[src/rtl/mem_issue_queue.sv]
// Load/store issue buffer in front of the single-port miss-path data memory.
// Operations wait in a small FIFO and are handed to memory one at a time.
module mem_issue_queue #(
    parameter int DEPTH   = 4,
    parameter int TIMEOUT = 16
) (
    input  logic        clk,
    input  logic        rstn,
    input  logic        in_valid,
    output logic        in_ready,
    input  logic [31:0] in_pc,
    input  logic [31:0] in_addr,
    input  logic [5:0]  in_reg,
    input  logic [3:0]  in_optype,
    input  logic [31:0] in_data,
    output logic [31:0] mem_pc,
    output logic [31:0] mem_addr,
    output logic [31:0] mem_data,
    output logic [5:0]  mem_reg,
    output logic [3:0]  mem_optype,
    output logic        mem_read_en,
    output logic        mem_write_en,
    output logic        mem_cache_miss,
    input  logic [31:0] mem_lw_data,
    input  logic        mem_data_valid,
    input  logic        mem_has_stored,
    output logic        wb_valid,
    output logic [31:0] wb_pc,
    output logic [5:0]  wb_reg,
    output logic [31:0] wb_data,
    output logic        st_done,
    output logic        busy,
    output logic        err_timeout
);
    localparam int PW = (DEPTH > 1) ? $clog2(DEPTH) : 1;
    localparam int CW = PW + 1;
    localparam int TW = $clog2(TIMEOUT + 1);

    localparam logic [3:0] OP_LB = 4'd7;
    localparam logic [3:0] OP_LW = 4'd8;
    localparam logic [3:0] OP_SB = 4'd9;
    localparam logic [3:0] OP_SW = 4'd10;

    typedef enum logic [1:0] {
        S_IDLE  = 2'd0,
        S_ISSUE = 2'd1,
        S_WAIT  = 2'd2
    } state_t;

    state_t        state_q, state_d;
    logic [PW-1:0] head_q, head_d, tail_q, tail_d;
    logic [CW-1:0] count_q, count_d;
    logic [TW-1:0] cnt_q, cnt_d;

    logic [31:0] pc_q   [DEPTH];
    logic [31:0] addr_q [DEPTH];
    logic [31:0] data_q [DEPTH];
    logic [5:0]  reg_q  [DEPTH];
    logic [3:0]  op_q   [DEPTH];

    logic        wb_valid_q, st_done_q, err_q;
    logic [31:0] wb_pc_q, wb_data_q;
    logic [5:0]  wb_reg_q;

    logic legal_s, push_s, pop_s, head_load_s;
    logic resp_ld_s, resp_st_s, tmo_s;

    assign legal_s     = (in_optype == OP_LB) || (in_optype == OP_LW) ||
                         (in_optype == OP_SB) || (in_optype == OP_SW);
    assign in_ready    = (count_q < CW'(DEPTH));
    assign push_s      = in_valid && in_ready && legal_s;
    assign head_load_s = (op_q[head_q] == OP_LB) || (op_q[head_q] == OP_LW);

    // A response of the wrong kind for the head is ignored; a response beats a timeout.
    assign resp_ld_s = (state_q == S_WAIT) && head_load_s && mem_data_valid;
    assign resp_st_s = (state_q == S_WAIT) && !head_load_s && mem_has_stored;
    assign tmo_s     = (state_q == S_WAIT) && !resp_ld_s && !resp_st_s &&
                       (cnt_q == TW'(TIMEOUT - 1));
    assign pop_s     = resp_ld_s || resp_st_s || tmo_s;

    assign busy = (state_q != S_IDLE) || (count_q != {CW{1'b0}});

    // State, pointers, occupancy and wait counter.
    always_ff @(posedge clk or negedge rstn) begin
        if (!rstn) begin
            state_q <= S_IDLE;
            head_q  <= {PW{1'b0}};
            tail_q  <= {PW{1'b0}};
            count_q <= {CW{1'b0}};
            cnt_q   <= {TW{1'b0}};
        end else begin
            state_q <= state_d;
            head_q  <= head_d;
            tail_q  <= tail_d;
            count_q <= count_d;
            cnt_q   <= cnt_d;
        end
    end

    // Entry storage, written at the tail on accept.
    always_ff @(posedge clk or negedge rstn) begin
        if (!rstn) begin
            for (int i = 0; i < DEPTH; i++) begin
                pc_q[i]   <= 32'd0;
                addr_q[i] <= 32'd0;
                data_q[i] <= 32'd0;
                reg_q[i]  <= 6'd0;
                op_q[i]   <= 4'd0;
            end
        end else if (push_s) begin
            pc_q[tail_q]   <= in_pc;
            addr_q[tail_q] <= in_addr;
            data_q[tail_q] <= in_data;
            reg_q[tail_q]  <= in_reg;
            op_q[tail_q]   <= in_optype;
        end
    end

    // Next-state logic of the issue FSM.
    always_comb begin
        state_d = state_q;
        case (state_q)
            S_IDLE: begin
                if (count_q != {CW{1'b0}}) state_d = S_ISSUE;
                else                       state_d = S_IDLE;
            end
            S_ISSUE: state_d = S_WAIT;
            S_WAIT: begin
                if (pop_s) state_d = S_IDLE;
                else       state_d = S_WAIT;
            end
            default: state_d = S_IDLE;
        endcase
    end

    // Pointer, occupancy and wait-counter updates.
    always_comb begin
        head_d  = pop_s  ? head_q + PW'(1) : head_q;
        tail_d  = push_s ? tail_q + PW'(1) : tail_q;
        count_d = count_q;
        case ({push_s, pop_s})
            2'b10:   count_d = count_q + CW'(1);
            2'b01:   count_d = count_q - CW'(1);
            default: count_d = count_q;
        endcase
        case (state_q)
            S_WAIT:  cnt_d = cnt_q + TW'(1);
            default: cnt_d = {TW{1'b0}};
        endcase
    end

    // Memory-side outputs decoded from the registered state and head entry.
    always_comb begin
        mem_pc         = 32'd0;
        mem_addr       = 32'd0;
        mem_data       = 32'd0;
        mem_reg        = 6'd0;
        mem_optype     = 4'd0;
        mem_read_en    = 1'b0;
        mem_write_en   = 1'b0;
        mem_cache_miss = 1'b0;
        if (state_q != S_IDLE) begin
            mem_pc         = pc_q[head_q];
            mem_addr       = addr_q[head_q];
            mem_data       = data_q[head_q];
            mem_reg        = reg_q[head_q];
            mem_cache_miss = 1'b1;
            mem_optype     = (state_q == S_ISSUE) ? op_q[head_q] : 4'd0;
            mem_write_en   = (state_q == S_ISSUE) && !head_load_s;
            mem_read_en    = (state_q == S_WAIT) && head_load_s;
        end else begin
            mem_cache_miss = 1'b0;
        end
    end

    // Writeback outputs, registered one cycle after the response is sampled.
    always_ff @(posedge clk or negedge rstn) begin
        if (!rstn) begin
            wb_valid_q <= 1'b0;
            st_done_q  <= 1'b0;
            err_q      <= 1'b0;
            wb_pc_q    <= 32'd0;
            wb_data_q  <= 32'd0;
            wb_reg_q   <= 6'd0;
        end else begin
            wb_valid_q <= resp_ld_s;
            st_done_q  <= resp_st_s;
            err_q      <= err_q | tmo_s;
            if (resp_ld_s || resp_st_s) wb_pc_q <= pc_q[head_q];
            if (resp_ld_s) begin
                wb_data_q <= mem_lw_data;
                wb_reg_q  <= reg_q[head_q];
            end
        end
    end

    assign wb_valid    = wb_valid_q;
    assign st_done     = st_done_q;
    assign wb_pc       = wb_pc_q;
    assign wb_reg      = wb_reg_q;
    assign wb_data     = wb_data_q;
    assign err_timeout = err_q;

endmodule

[config.mk]
export PLATFORM = sky130hd
export DESIGN_NAME = mem_issue_queue
export DESIGN_NICKNAME = d
export VERILOG_FILES = /design/src/rtl/mem_issue_queue.sv
export SDC_FILE = /design/constraint.sdc
export NUM_CORES = 1
export LEC_CHECK = 0
export ABC_AREA = 1
export CORE_MARGIN = 2
export CORE_UTILIZATION = 40
export CTS_BUF_LIST = sky130_fd_sc_hd__clkbuf_4 sky130_fd_sc_hd__clkbuf_8
export CTS_CLUSTER_SIZE = 28
export DETAILED_ROUTE_END_ITERATION = 10
export SLEW_MARGIN = 20
export SYNTH_ARGS = -nofsm -noshare
export SYNTH_HDL_FRONTEND = slang
export SYNTH_SLANG_ARGS = --single-unit
[constraint.sdc]
create_clock -name clk -period 2.8 [get_ports clk]
set_clock_uncertainty 0.15 [all_clocks]
set_input_delay 0.42 -clock clk [delete_from_list [all_inputs] [get_ports clk]]
set_output_delay 0.42 -clock clk [all_outputs]
set_load 0.05 [all_outputs]
==> tab_implementation.tex <==
\begin{tabular}{lr}
\hline
Metric & Value \\
\hline
\multicolumn{2}{l}{\textbf{Status}} \\
Run status & finished, violations left \\
Violated checks & setup timing \\
\multicolumn{2}{l}{\textbf{Pwr}} \\
Worst IR drop on VDD & around 960 uV \\
Power density relative to cell area & around 1500 nW/um\^{}2 \\
Design Power & 46.1 mW \\
Leak pwr & 14.7 nW \\
\multicolumn{2}{l}{\textbf{STA}} \\
Fmax & 0.338 GHz \\
Tightest Pin Transition & 0.673 ns \\
Max-slew violation total from the final report & 0 \\
Minimum clock period after layout & between 2 and 3 ns \\
Final-report hold violation count & 0 \\
Final setup vio count & roughly 100 \\
Share of the cycle needed by the critical path after routing & 1.06 \\
Setup WS post-layout & -0.161 ns \\
RSZ-0062 raised after global routing & yes \\
Max transition margin & 0.551 \\
\multicolumn{2}{l}{\textbf{Floorplan}} \\
Effective utilization at floorplan & 0.406 \\
Area of the core & 55300 um\^{}2 \\
Die footprint & between 50000 and 60000 um\^{}2 \\
Number of top-level pins & 327 \\
Die W & about 240 um \\
Die Span Y & approximately 240 um \\
Placement row count & 86 \\
\multicolumn{2}{l}{\textbf{Drt}} \\
Overall via count from detail\_route & between 15000 and 20000 \\
Detailed-route DRC error count & 0 \\
Final routed wire length divided by cell count & 18.1 um \\
Count of nets left with antenna violations after detail routing & 0 \\
Total detailed-routing wirelength & roughly 70000 um \\
Initial DRC count & 1746 \\
Ratio of routed vias to standard cells & 5.13 \\
Number of iterations in the first detailed-routing pass & 6 \\
\multicolumn{2}{l}{\textbf{Layout}} \\
Layout-stage area growth over the synthesis result & 40.6\% \\
Post-route insts no fill & 3857 \\
Final core utilization & 0.571 \\
Final net count & 3187 \\
Design area & 31600 um\^{}2 \\
Fraction of layout instances using a drive strength above 1 & 0.198 \\
Biggest regs & addr\_q: 128 flops, data\_q: 128 flops, pc\_q: 128 flops \\
\multicolumn{2}{l}{\textbf{Clocking}} \\
Max H-tree Level & 3 \\
TritonCTS sink count & just over 500 \\
Root buffer cell & sky130\_fd\_sc\_hd\_\_clkbuf\_8 \\
Clock tree from TritonCTS & built \\
Maximum count of clock buffers along a single path & 3 \\
Later-pin clock latency in the skew report & 0.67 ns \\
Worst-path clk slew & 0.06 ns \\
Total clock buffers created by CTS & about 90 \\
\multicolumn{2}{l}{\textbf{Global route}} \\
Vias in the first global route & 19800 \\
Overall global routing resource usage & 0.235 \\
Maximum number of pins on one net before global-route repair & 91 \\
Wire length of the first global-routing pass & between 100000 and 150000 um \\
Antenna violations before repair & 6 \\
Total congestion overflow & 0 \\
\multicolumn{2}{l}{\textbf{Critical path}} \\
Setup slack of the most critical reg-to-reg path & -0.02 ns \\
Worst Reg-to-Reg Cells & 16 \\
Type of element capturing the critical path & output pin \\
Crit path kind & reg2out \\
Crit Reg-Reg Startpoint & head\_q[0] \\
Type of element launching the critical path & register \\
Worst path required time & around 2.2 ns \\
Data arrival time of the critical path & 2.39 ns \\
Maximum net fanout on the critical path & 7 \\
Destination of the worst register-to-register timing path & count\_q[2] \\
\multicolumn{2}{l}{\textbf{Yosys}} \\
Syn. warnings & 0 \\
Number of distinct library cells after synthesis & 32 \\
Number of nets in the synthesized netlist & 2834 \\
Mapped cell area & around 22000 um\^{}2 \\
Dominant register cell in the synthesized netlist & sky130\_fd\_sc\_hd\_\_dfrtp\_1 \\
Count of flip-flops with a built-in enable after synthesis & 0 \\
Share of synthesized flip-flops with an asynchronous set or reset & 1.00 \\
Synthesis-stage register bit count & 511 \\
Average cell area after synthesis & 8.37 um\^{}2 \\
Post-Synthesis Cells & 2683 \\
Fraction of the yosys area taken by sequential cells & 0.569 \\
\multicolumn{2}{l}{\textbf{Min path}} \\
HP Start & mem\_lw\_data[6] \\
WHS Endpoint & wb\_data[6] \\
Hold Path Cell Cnt & 3 \\
Classification of the worst-slack hold path & in2reg \\
\multicolumn{2}{l}{\textbf{Place}} \\
Detailed placement HPWL & 39200 um \\
Total instance count after detailed placement & 3639 \\
Total of buffers placed on input and output ports & 326 \\
Routability congestion estimate from global placement & slightly above 0.8 \\
Instance area after placement & $\sim$28000 um\^{}2 \\
\multicolumn{2}{l}{\textbf{Run}} \\
Count of maximum capacitance violations & 0 \\
\hline
\end{tabular}
[worst max-delay path, cell delays in order (launching register included)]
cell                      delay (ns)
sky130_fd_sc_hd__dfrtp_4        0.57
sky130_fd_sc_hd__buf_4          0.18
sky130_fd_sc_hd__inv_6          0.08
sky130_fd_sc_hd__nand2_1        0.08
sky130_fd_sc_hd__nand2_1        0.07
sky130_fd_sc_hd__nand2_1        0.06
sky130_fd_sc_hd__nand2_1        0.08
sky130_fd_sc_hd__nand2_1        0.07
sky130_fd_sc_hd__nand2_2        0.12
sky130_fd_sc_hd__nand2_4        0.08
sky130_fd_sc_hd__inv_4          0.06
sky130_fd_sc_hd__nand2_1        0.06
sky130_fd_sc_hd__inv_2          0.07
sky130_fd_sc_hd__buf_12         0.13
[Yosys cell counts (4+ instances only)]
master / instances / area share
sky130_fd_sc_hd__ha_1: 7 / 0.0039
sky130_fd_sc_hd__a21oi_1: 73 / 0.016
sky130_fd_sc_hd__nor2_2: 19 / 0.0053
sky130_fd_sc_hd__dfrtp_1: 511 / 0.57
sky130_fd_sc_hd__buf_6: 5 / 0.0025
sky130_fd_sc_hd__a21oi_2: 32 / 0.012
sky130_fd_sc_hd__nand3_1: 11 / 0.0025
sky130_fd_sc_hd__a32o_1: 6 / 0.0027
sky130_fd_sc_hd__nand2_1: 611 / 0.10
sky130_fd_sc_hd__nor2_1: 385 / 0.064
sky130_fd_sc_hd__o22ai_1: 32 / 0.0089
sky130_fd_sc_hd__buf_1: 29 / 0.0048
sky130_fd_sc_hd__clkbuf_1: 119 / 0.020
sky130_fd_sc_hd__o21ai_0: 619 / 0.14
sky130_fd_sc_hd__o21a_1: 4 / 0.0013
sky130_fd_sc_hd__buf_4: 5 / 0.0017
sky130_fd_sc_hd__buf_2: 28 / 0.0062
sky130_fd_sc_hd__inv_1: 163 / 0.027
[metal layers]
metal | GRT usage | up-vias | routed length [um] | part of all wire
li1 | - | 9386 | - | -
met1 | 0.314 | 9690 | 30600 | 0.44
met2 | 0.389 | 629 | 33700 | 0.48
met3 | 0.0409 | 88 | 4120 | 0.059
met4 | 0.0774 | 4 | 1500 | 0.021
met5 | 0 | - | 31 | 0.00044
[final cells by class]
class	count	area, um^2
timing repair buffer	451	6390
timing repair inverter	1	8.76
sequential	511	12800
inverter	166	651
clock inverter	11	63.8
clock buffer	146	1850
tap	748	936
fill	4912	23700
antenna	6	15.0
multi-input combinational	1817	8850
[how the worst max path moves through the flow]
stage	start	endpoint	slack (ns)	depth (start not counted)
finish	head_q[0]	mem_read_en	-0.16	13
global route	head_q[0]	mem_read_en	-0.33	13
CTS	head_q[0]	mem_data[23]	-0.22	7
detailed placement	head_q[0]	mem_data[14]	-0.03	5
global placement	head_q[0]	mem_data[8]	0.05	5
floorplan	head_q[0]	count_q[2]	0.15	18
[cells by family after synthesis]
| logic type | synth area share |
|---|---|
| xor+xnor | 0.00156 |
| compound gates | 0.181 |
| simple gates | 0.178 |
| fa+ha+maj | 0.00479 |
| flops | 0.569 |
| buf+inv | 0.0650 |
[per-stage QoR]
step	worst slack (ns)	hold slack (ns)	TNS, ns
2_1_floorplan	0.152	-0.0256	0
6_report	-0.161	0.144	-7.47
4_1_cts	-0.223	0.0831	-17.74
3_3_place_gp	0.0453	0.294	0
3_5_place_dp	-0.0294	0.302	-0.0294
5_1_grt	-0.328	0.117	-19.13
[cell usage in the layout, fill, tap and decap left out, drive strengths merged, types with 2 or more instances in the layout]
cell type and count:
o21ai 619, nand2 617, dfrtp 511, nor2 404
buf 220, clkdlybuf4s50 215, inv 166, clkbuf 157
a21oi 105, o22ai 32, nand3 11, clkinv 10
ha 7, diode 6, a32o 6, o21a 4
xor2 3, o2111ai 2, clkinvlp 2, bufbuf 2
dlymetal6s2s 2, nand4 2
[what timing repair did]
item / in CTS / in global routing
buffers inserted: 11 / 19
hold endpoints to repair: 56 / 0
cloned: 14 / 13
setup endpoints to repair: 106 / 143
gates resized for setup: 103 / 202
pin swaps: 18 / 60
hold buffers: 1 / 0
[report_power, final]
group / switching [mW] / internal [mW] / total, mW
clock network: 3.06 / 4.14 / 7.20
registers: 1.88 / 10.7 / 12.5
logic: 15.5 / 10.9 / 26.4
No activity file was read; power rests on OpenSTA's default activity.
